$ cat src/rtl/wave_ctrl.sv
// Front-panel controller: debounced buttons drive waveform config and restart.
// Optional auto-sweep of the waveform select under WAVE_CTRL_AUTO_SWEEP_EN.
module wave_ctrl #(
    parameter int NUM_FUNC  = 4,
    parameter int DEB_CYC   = 1000000,
    parameter int SWEEP_CYC = 100000000
) (
    input  logic       clk,
    input  logic       rst_n,
    input  logic       btn_func,
    input  logic       btn_amp,
    input  logic       btn_peri,
    input  logic       btn_freq,
    input  logic       sweep_en,
    output logic [2:0] func_cnt,
    output logic [2:0] amp_cnt,
    output logic [2:0] peri_cnt,
    output logic [2:0] freq_sel,
    output logic [2:0] freq_dy,
    output logic [2:0] peri_posedge
);

    localparam int DW = $clog2(DEB_CYC + 1);

    typedef enum logic {RUN, APPLY} state_t;

    logic [3:0]    btn_raw;
    logic [3:0]    sync1_q, sync2_q;
    logic [3:0]    acc_q, acc_d;
    logic [3:0]    press_q, press_d;
    logic [DW-1:0] deb_q [4];
    logic [DW-1:0] deb_d [4];

    state_t     state_q, state_d;
    logic [2:0] func_q, func_d;
    logic [2:0] amp_q, amp_d;
    logic [2:0] peri_q, peri_d;
    logic [2:0] fsel_q, fsel_d;
    logic [2:0] dy_q, dy_d;
    logic       sweep_hit;
    logic       func_press;
    logic       any_press;

    assign btn_raw = {btn_freq, btn_peri, btn_amp, btn_func};

    // A press is the rising edge of the accepted (debounced) level.
    always_comb begin
        for (int i = 0; i < 4; i++) begin
            deb_d[i]   = '0;
            acc_d[i]   = acc_q[i];
            press_d[i] = 1'b0;
            if (sync2_q[i] != acc_q[i]) begin
                if (deb_q[i] == DW'(DEB_CYC - 1)) begin
                    acc_d[i]   = ~acc_q[i];
                    press_d[i] = ~acc_q[i];
                end else begin
                    deb_d[i] = deb_q[i] + DW'(1);
                end
            end
        end
    end

    always_ff @(posedge clk or negedge rst_n) begin
        if (!rst_n) begin
            sync1_q <= '0;
            sync2_q <= '0;
            acc_q   <= '0;
            press_q <= '0;
            for (int i = 0; i < 4; i++) deb_q[i] <= '0;
        end else begin
            sync1_q <= btn_raw;
            sync2_q <= sync1_q;
            acc_q   <= acc_d;
            press_q <= press_d;
            for (int i = 0; i < 4; i++) deb_q[i] <= deb_d[i];
        end
    end

`ifdef WAVE_CTRL_AUTO_SWEEP_EN
    localparam int SW = $clog2(SWEEP_CYC + 1);

    logic [SW-1:0] sweep_q, sweep_d;

    always_comb begin
        sweep_d   = '0;
        sweep_hit = 1'b0;
        if (sweep_en && !press_q[0]) begin
            if (sweep_q == SW'(SWEEP_CYC - 1)) begin
                sweep_hit = 1'b1;
            end else begin
                sweep_d = sweep_q + SW'(1);
            end
        end
    end

    always_ff @(posedge clk or negedge rst_n) begin
        if (!rst_n) sweep_q <= '0;
        else        sweep_q <= sweep_d;
    end
`else
    logic unused_sweep;
    assign unused_sweep = sweep_en;
    assign sweep_hit    = 1'b0;
`endif

    assign func_press = press_q[0] | sweep_hit;
    assign any_press  = func_press | (|press_q[3:1]);

    always_comb begin
        state_d = state_q;
        func_d  = func_q;
        amp_d   = amp_q;
        peri_d  = peri_q;
        fsel_d  = fsel_q;
        dy_d    = dy_q;
        if (func_press)
            func_d = (func_q == 3'(NUM_FUNC - 1)) ? 3'd0 : func_q + 3'd1;
        if (press_q[1])
            amp_d = (amp_q == 3'd3) ? 3'd0 : amp_q + 3'd1;
        if (press_q[2])
            peri_d = (peri_q == 3'd3) ? 3'd0 : peri_q + 3'd1;
        if (press_q[3])
            fsel_d = fsel_q + 3'd1;
        unique case (state_q)
            RUN: begin
                if (any_press) begin
                    state_d = APPLY;
                    dy_d    = 3'd0;
                end else begin
                    dy_d = (dy_q >= fsel_q) ? 3'd0 : dy_q + 3'd1;
                end
            end
            APPLY: begin
                if (any_press) begin
                    dy_d = 3'd0;
                end else begin
                    state_d = RUN;
                    dy_d    = (fsel_q != 3'd0) ? 3'd1 : 3'd0;
                end
            end
            default: state_d = RUN;
        endcase
    end

    always_ff @(posedge clk or negedge rst_n) begin
        if (!rst_n) begin
            state_q <= RUN;
            func_q  <= '0;
            amp_q   <= '0;
            peri_q  <= '0;
            fsel_q  <= '0;
            dy_q    <= '0;
        end else begin
            state_q <= state_d;
            func_q  <= func_d;
            amp_q   <= amp_d;
            peri_q  <= peri_d;
            fsel_q  <= fsel_d;
            dy_q    <= dy_d;
        end
    end

    assign func_cnt     = func_q;
    assign amp_cnt      = amp_q;
    assign peri_cnt     = peri_q;
    assign freq_sel     = fsel_q;
    assign freq_dy      = dy_q;
    assign peri_posedge = {2'b00, state_q == APPLY};

endmodule

$ cat config.mk
export PLATFORM = sky130hd
export DESIGN_NAME = wave_ctrl
export DESIGN_NICKNAME = d
export VERILOG_FILES = /design/src/rtl/wave_ctrl.sv
export SDC_FILE = /design/constraint.sdc
export NUM_CORES = 1
export LEC_CHECK = 0
export CORE_MARGIN = 2
export CORE_UTILIZATION = 42
export CTS_BUF_LIST = sky130_fd_sc_hd__clkbuf_4 sky130_fd_sc_hd__clkbuf_8
export DETAILED_ROUTE_END_ITERATION = 8
export DONT_BUFFER_PORTS = 1
export GPL_TIMING_DRIVEN = 0
export SLEW_MARGIN = 15
export SYNTH_ARGS = -nofsm -noshare
export SYNTH_HDL_FRONTEND = slang
export SYNTH_SLANG_ARGS = --single-unit
$ cat constraint.sdc
create_clock -name clk -period 5.2 [get_ports clk]
set_clock_uncertainty 0.2 [all_clocks]
set_input_delay 1.56 -clock clk [delete_from_list [all_inputs] [get_ports clk]]
set_output_delay 1.56 -clock clk [all_outputs]
set_load 0.05 [all_outputs]
==> impl_results.md <==
* Static Leak at 2.397 nW
* CP Class: register to primary output
* Residual DRC at 0
* Slew @ Worst Pin at 603.4 ps
* Worst vdd ir at 0.1793 mV
* Core Area at 12470 sq um
* Chip width at 116.4 microns
* Final non-filler cell total at 713
* ANT nets after route at 0
* Count of final hold-check violations at 0
* Peak Freq at 346.1 MHz
* # fillers at 1197
* RePlAce Congestion at 0.8011
* Outcome: finished clean
* Root Buffer Master: clkbuf_8
* Max H-tree Level at 3
* Die H at 116.4 microns
* Hold slack at 155.5 ps
* Largest net degree at the start of global routing at 113
* Post-synth EDFFs at 0
* Cells after DPL at 697
* Commonest non-fill, non-tap cells in the layout: 112 x dfrtp_1, 57 x nor2_1, 32 x a21oi_1, 30 x xnor2_1
* Fraction of layout cells with a size suffix above 1 at 6.285%
* DRT Wirelength at 9640 microns
* Estimated wirelength of the detail-placed design at 6527 microns
* Final number of setup-violating endpoints at 0
* CTS tree: built
* Via count at 3752
* Primary FF master, synth: dfrtp_1
* Area contributors post-synth: dfrtp_1 53%, xnor2_1 5.0%, nor2_1 4.0%
* Clk Latency, worst-skew pair at 380 ps
* Final Slew Violations at 0
* Max Root-Sink Buffers at 2
* Number of global-route vias before repair at 3573
* Post_cts resized at 0
* Die area at 13540 sq um
* Gate count of the mapped netlist at 524
* Total grt overflow at 0
* Initial antenna violation count at 0
* Synth warn at 0
* Seq/Total Area, Yosys at 52.84%
* Mean post-synth cell area at 10.12 sq um
* Setup ws final at 2310 ps
* Clock Pin Slew Worst Setup and Hold Paths at 100 ps
* Commonest non-fill, non-tap cell in the layout: dfrtp_1
* DP Worst Slack at 2728 ps
* # clock sinks at 112
* Post-CTS setup buffer count at 0
* CP Data Arrival Time at 1130 ps
* Post-synth top area share at 52.84%
* Pwr Density at 263.7 nW/um^2
* Drt initial violations at 249
* Tcrit/Tclk final at 55.57%
* Distinct cells, synth at 41
* Pre-antenna DRT Iters at 4
* Overall Power at 1.518 mW
* Max-Cap Viols at 0
* Crit path launch type: register
* Number of synthesized register bits at 112
* Leading area contributor after synthesis: dfrtp_1
* First-pass GRT wire length at 16710 microns
* Hold WC Path Type: register to register
* Ys async rst share at 100.0%
* Tmin final at 2890 ps
* Hold-fix buffers at CTS at 0
* Kind of end point of the critical path: primary output
* Diode count at 0
* Slew headroom at 59.41%
* Fin nets at 556
* Num CTS Buffers at 9
* Initial core utilization at 42.55%
* Std-Cell Rows at 41
* Finished layout cell area at 5758 sq um
* Crit path required time at 3440 ps
* Worst Path Max Fanout at 5
* Total GRT Usage at 15.69%
* TNS Setup at 0 ps
* DP Area at 5523 sq um
* RSZ-0062 raised after global routing: false
* Core Util, Final at 46.19%
* P&R area growth vs syn at 8.563%
* I/O pin total at 25
* Port-buffer cells at 0
* Vias per cell at 5.262
* Post-Syn Area at 5304 sq um
* Avg WL per Cell at 13.52 microns
-- area by class of cell --
cell class                      count  area, sq um  share of cell area (%)
Buffer                             16        73.82                   1.282
Inverter                           21        78.83                   1.369
Tap cell                          172        215.2                   3.738
Clock inverter                      4        76.32                   1.326
Multi-Input combinational cell    376         2352                   40.85
Clock buffer                       12        158.9                   2.760
Sequential cell                   112         2803                   48.67
-- cell families after synthesis --
group / synth area share [%]
AND/OR/NAND/NOR: 22.98
flip-flops: 52.84
AO/OA/AOI/OAI: 7.455
XOR/XNOR: 8.422
buffers and inverters: 2.878
adder cells (fa/ha/maj): 3.067
multiplexers: 2.288
other: 0.07070
-- report_power, final --
part	switching [mW]	leakage [nW]	internal [mW]	total (mW)
Clock	0.290	0.116	0.304	0.595
Combinational	0.0217	0.745	0.0114	0.0331
Sequential	0.00994	1.54	0.881	0.891
-- cell usage after synthesis, types with 5 or more instances --
| library cell | number |
|---|---|
| or3_1 | 16 |
| xor2_1 | 21 |
| o21ai_0 | 26 |
| nor2_1 | 57 |
| nand2_1 | 29 |
| a21oi_1 | 32 |
| clkbuf_1 | 11 |
| and3_1 | 13 |
| mux2_2 | 9 |
| dfrtp_1 | 112 |
| nor3_1 | 14 |
| xnor2_1 | 30 |
| ha_1 | 13 |
| o31ai_1 | 5 |
| inv_1 | 21 |
| nor4b_1 | 6 |
| nand3_1 | 29 |
| nand4_1 | 19 |
| nor4_1 | 14 |
| or4_1 | 10 |
-- routing by layer --
layer / GRT usage (%) / vias up / routed length [microns]
met2: 25.31 / 32 / 4583
li1: - / 1873 / -
met5: 0 / - / 0
met4: 5.873 / 0 / 142
met1: 20.08 / 1837 / 4584
met3: 4.619 / 10 / 329
-- path summary, 6_finish.rpt --
| kind | slack, ps | endpoint | from | depth (start not counted) |
|---|---|---|---|---|
| min | 160 | sync2_q[0] | sync1_q[0] | 0 |
| max in group asynchronous | 3950 | deb_q[48] | rst_n | 0 |
| max | 2310 | freq_sel[0] | freq_sel[0] | 0 |
| max reg2reg | 2810 | deb_q[18] | deb_q[0] | 6 |
| min in group asynchronous | 660 | deb_q[78] | rst_n | 0 |
| min reg2reg | 160 | sync2_q[0] | sync1_q[0] | 0 |
-- registers in the layout, summed over array words and instances (netlist names) --
name,flops
freq_dy,3
sync1_q,4
freq_sel,3
state_q,1
deb_q,80
amp_cnt,3
sync2_q,4
press_q,4
peri_cnt,3
acc_q,4
func_cnt,3
(Power assumes the default switching activity.)
==> RTL edit: new RTL, same settings <==
The parameter `DEB_CYC` goes from 1000000 to 2000000.
--- a/src/rtl/wave_ctrl.sv
+++ b/src/rtl/wave_ctrl.sv
@@ -2,7 +2,7 @@
 // Optional auto-sweep of the waveform select under WAVE_CTRL_AUTO_SWEEP_EN.
 module wave_ctrl #(
     parameter int NUM_FUNC  = 4,
-    parameter int DEB_CYC   = 1000000,
+    parameter int DEB_CYC   = 2000000,
     parameter int SWEEP_CYC = 100000000
 ) (
     input  logic       clk,
Check against the original RTL: same outputs for any inputs over 10 cycles, from zero or initial values and one cycle with rst_n low; that may be too few to reach the edited logic, so the function may still have changed.
==> RTL edit against the original RTL <==
Final area rose by 9.6%; sequential cell count rose by 4; setup slack got worse by 0.026 ns; via count rose by 7.1%; hold slack got worse by 0.0065 ns; non-clock buffer count fell by 1; power rose by 29%; combinational power rose by 13%; routed wire length rose by 5.2%; sequential share of layout area fell by 2.7 points; area after synthesis rose by 5.8%; core utilization rose by 1.9 points; largest cell class unchanged; largest power group is now clock.
==> RTL edit: results (changes against the original RTL) <==
{| class="wikitable"
! Metric !! Value
|-
| Run status || complete, no violations
|-
| Via count of the first global-routing pass || 3933 (+10%)
|-
| Number of flip-flops under the largest register name || 84 (+5.0%)
|-
| Post-DR wirelength/cell || 13.4 um (-1.2%)
|-
| Via total after detailed routing || 4017 (+7.1%)
|-
| Total routing usage reported by global routing || 0.157 (about the same)
|-
| Arithmetic-cell share of the synthesized area counting full adders, half adders and majority gates || 0.0290 (-0.00167)
|-
| Fraction of layout cells with a size suffix above 1 || 0.110 (+0.0469)
|-
| Sequential share of the synthesized area || 0.518 (-0.0109)
|-
| Weighted congestion at the end of routability-driven global placement || 0.797 (-0.47%)
|-
| Placed wire-length estimate after detailed placement || 6.90 mm (+5.7%)
|-
| Share of synthesized area spent on multiplexers || 0.0161 (-0.00682)
|-
| Peak VDD IR || 0.000196 V (+9.5%)
|-
| Clock edge transition at the registers on the reported setup and hold paths || 0.06 ns (-0.04 ns)
|-
| Reg-to-Reg End || deb_q[54]$_DFF_PN0_
|-
| DR iter-0 viols || 219 (-12%)
|-
| Multi-input gate area || 2530 sq um (+7.7%)
|-
| Worst path arrival time || 1.16 ns (+0.03 ns)
|-
| Number of fillers in the final layout || 1267 (+5.8%)
|-
| Top cells by instance count after synthesis || sky130_fd_sc_hd__dfrtp_1 (116), sky130_fd_sc_hd__nor2_1 (64), sky130_fd_sc_hd__a21oi_1 (33)
|-
| Avg Synthesized Cell Area || 10.2 sq um (+0.57%)
|-
| Hold Slack || 0.149 ns (-0.00653 ns)
|-
| Skew-Pair Late Insertion Delay || 0.43 ns (+0.05 ns)
|-
| Largest net degree at the start of global routing || 117 (+3.5%)
|-
| Main area contributors after synthesis || sky130_fd_sc_hd__dfrtp_1 (52%), sky130_fd_sc_hd__xnor2_1 (5.0%), sky130_fd_sc_hd__nor2_1 (4.3%)
|-
| Place WS || 2.68 ns (-0.0486 ns)
|-
| Count of cells along the worst register-to-register path || 7 (+1)
|-
| Cell count after placement || 728 (+4.4%)
|-
| Number of standard cells in the final layout excluding fillers || 759 (+6.5%)
|-
| Worst R2R Start || deb_q[42]$_DFF_PN0_
|-
| Min-delay src || sync1_q[2]$_DFF_PN0_
|-
| Max H-tree Level || 4 (+1)
|-
| Wire length of the first global-routing pass || 18.1 mm (+8.6%)
|-
| Cts bufs inserted || 17 (+8)
|-
| Area after DPL || 5830 sq um (+5.6%)
|-
| Standby leakage power || 2.61 nW (+8.8%)
|-
| Hold endpoint || sync2_q[2]$_DFF_PN0_
|-
| Xor and xnor fraction of the mapped netlist area || 0.0843 (+0.000101)
|-
| Total Nets Final || 591 (+6.3%)
|}
RTL edit: routing by layer:
metal  vias to the layer above  GRT usage  share of wire
li1                       1998          -              -
met1                      1975      0.203           0.49
met2                        34      0.252           0.47
met3                        10     0.0456          0.029
met4                         0     0.0544          0.013
met5                         -          0              0
RTL edit: cells by family (layout without fill, tap and decap cells):
kind of cell	Yosys count	in the layout
and+or+nand+nor	245	245
DFF	116	116
AOI/OAI and AO/OA	73	73
xor gates and xnor gates	54	54
buffers and inverters	41	72
adders and majority gates	13	13
muxes	8	8
other	1	2
RTL edit: final cells by class:
cell class,instances,area share
sequential,116,0.460
tap,176,0.0349
inverter,26,0.0155
clock buffer,21,0.0438
buffer,15,0.0127
multi-input combinational,395,0.401
clock inverter,10,0.0321
RTL edit: worst max path at each step:
| stage | slack, ns | cells past startpoint | start | end |
|---|---|---|---|---|
| floorplan | 2.78 | 0 | freq_sel[0]$_DFFE_PN0P_ | freq_sel[0] |
| global placement | 2.73 | 7 | deb_q[42]$_DFF_PN0_ | deb_q[55]$_DFF_PN0_ |
| detailed placement | 2.68 | 7 | deb_q[42]$_DFF_PN0_ | deb_q[56]$_DFF_PN0_ |
| CTS | 2.25 | 0 | freq_sel[0]$_DFFE_PN0P_ | freq_sel[0] |
| global route | 2.24 | 0 | freq_sel[0]$_DFFE_PN0P_ | freq_sel[0] |
| finish | 2.28 | 0 | freq_sel[0]$_DFFE_PN0P_ | freq_sel[0] |
RTL edit: power by group:
| group | switching, W | internal (W) | leakage (nW) |
|---|---|---|---|
| sequential | 0.0000105 | 0.000913 | 1.59 |
| clock | 0.000348 | 0.000650 | 0.242 |
| combinational | 0.0000238 | 0.0000134 | 0.773 |
| total | 0.000382 | 0.00158 | 2.61 |
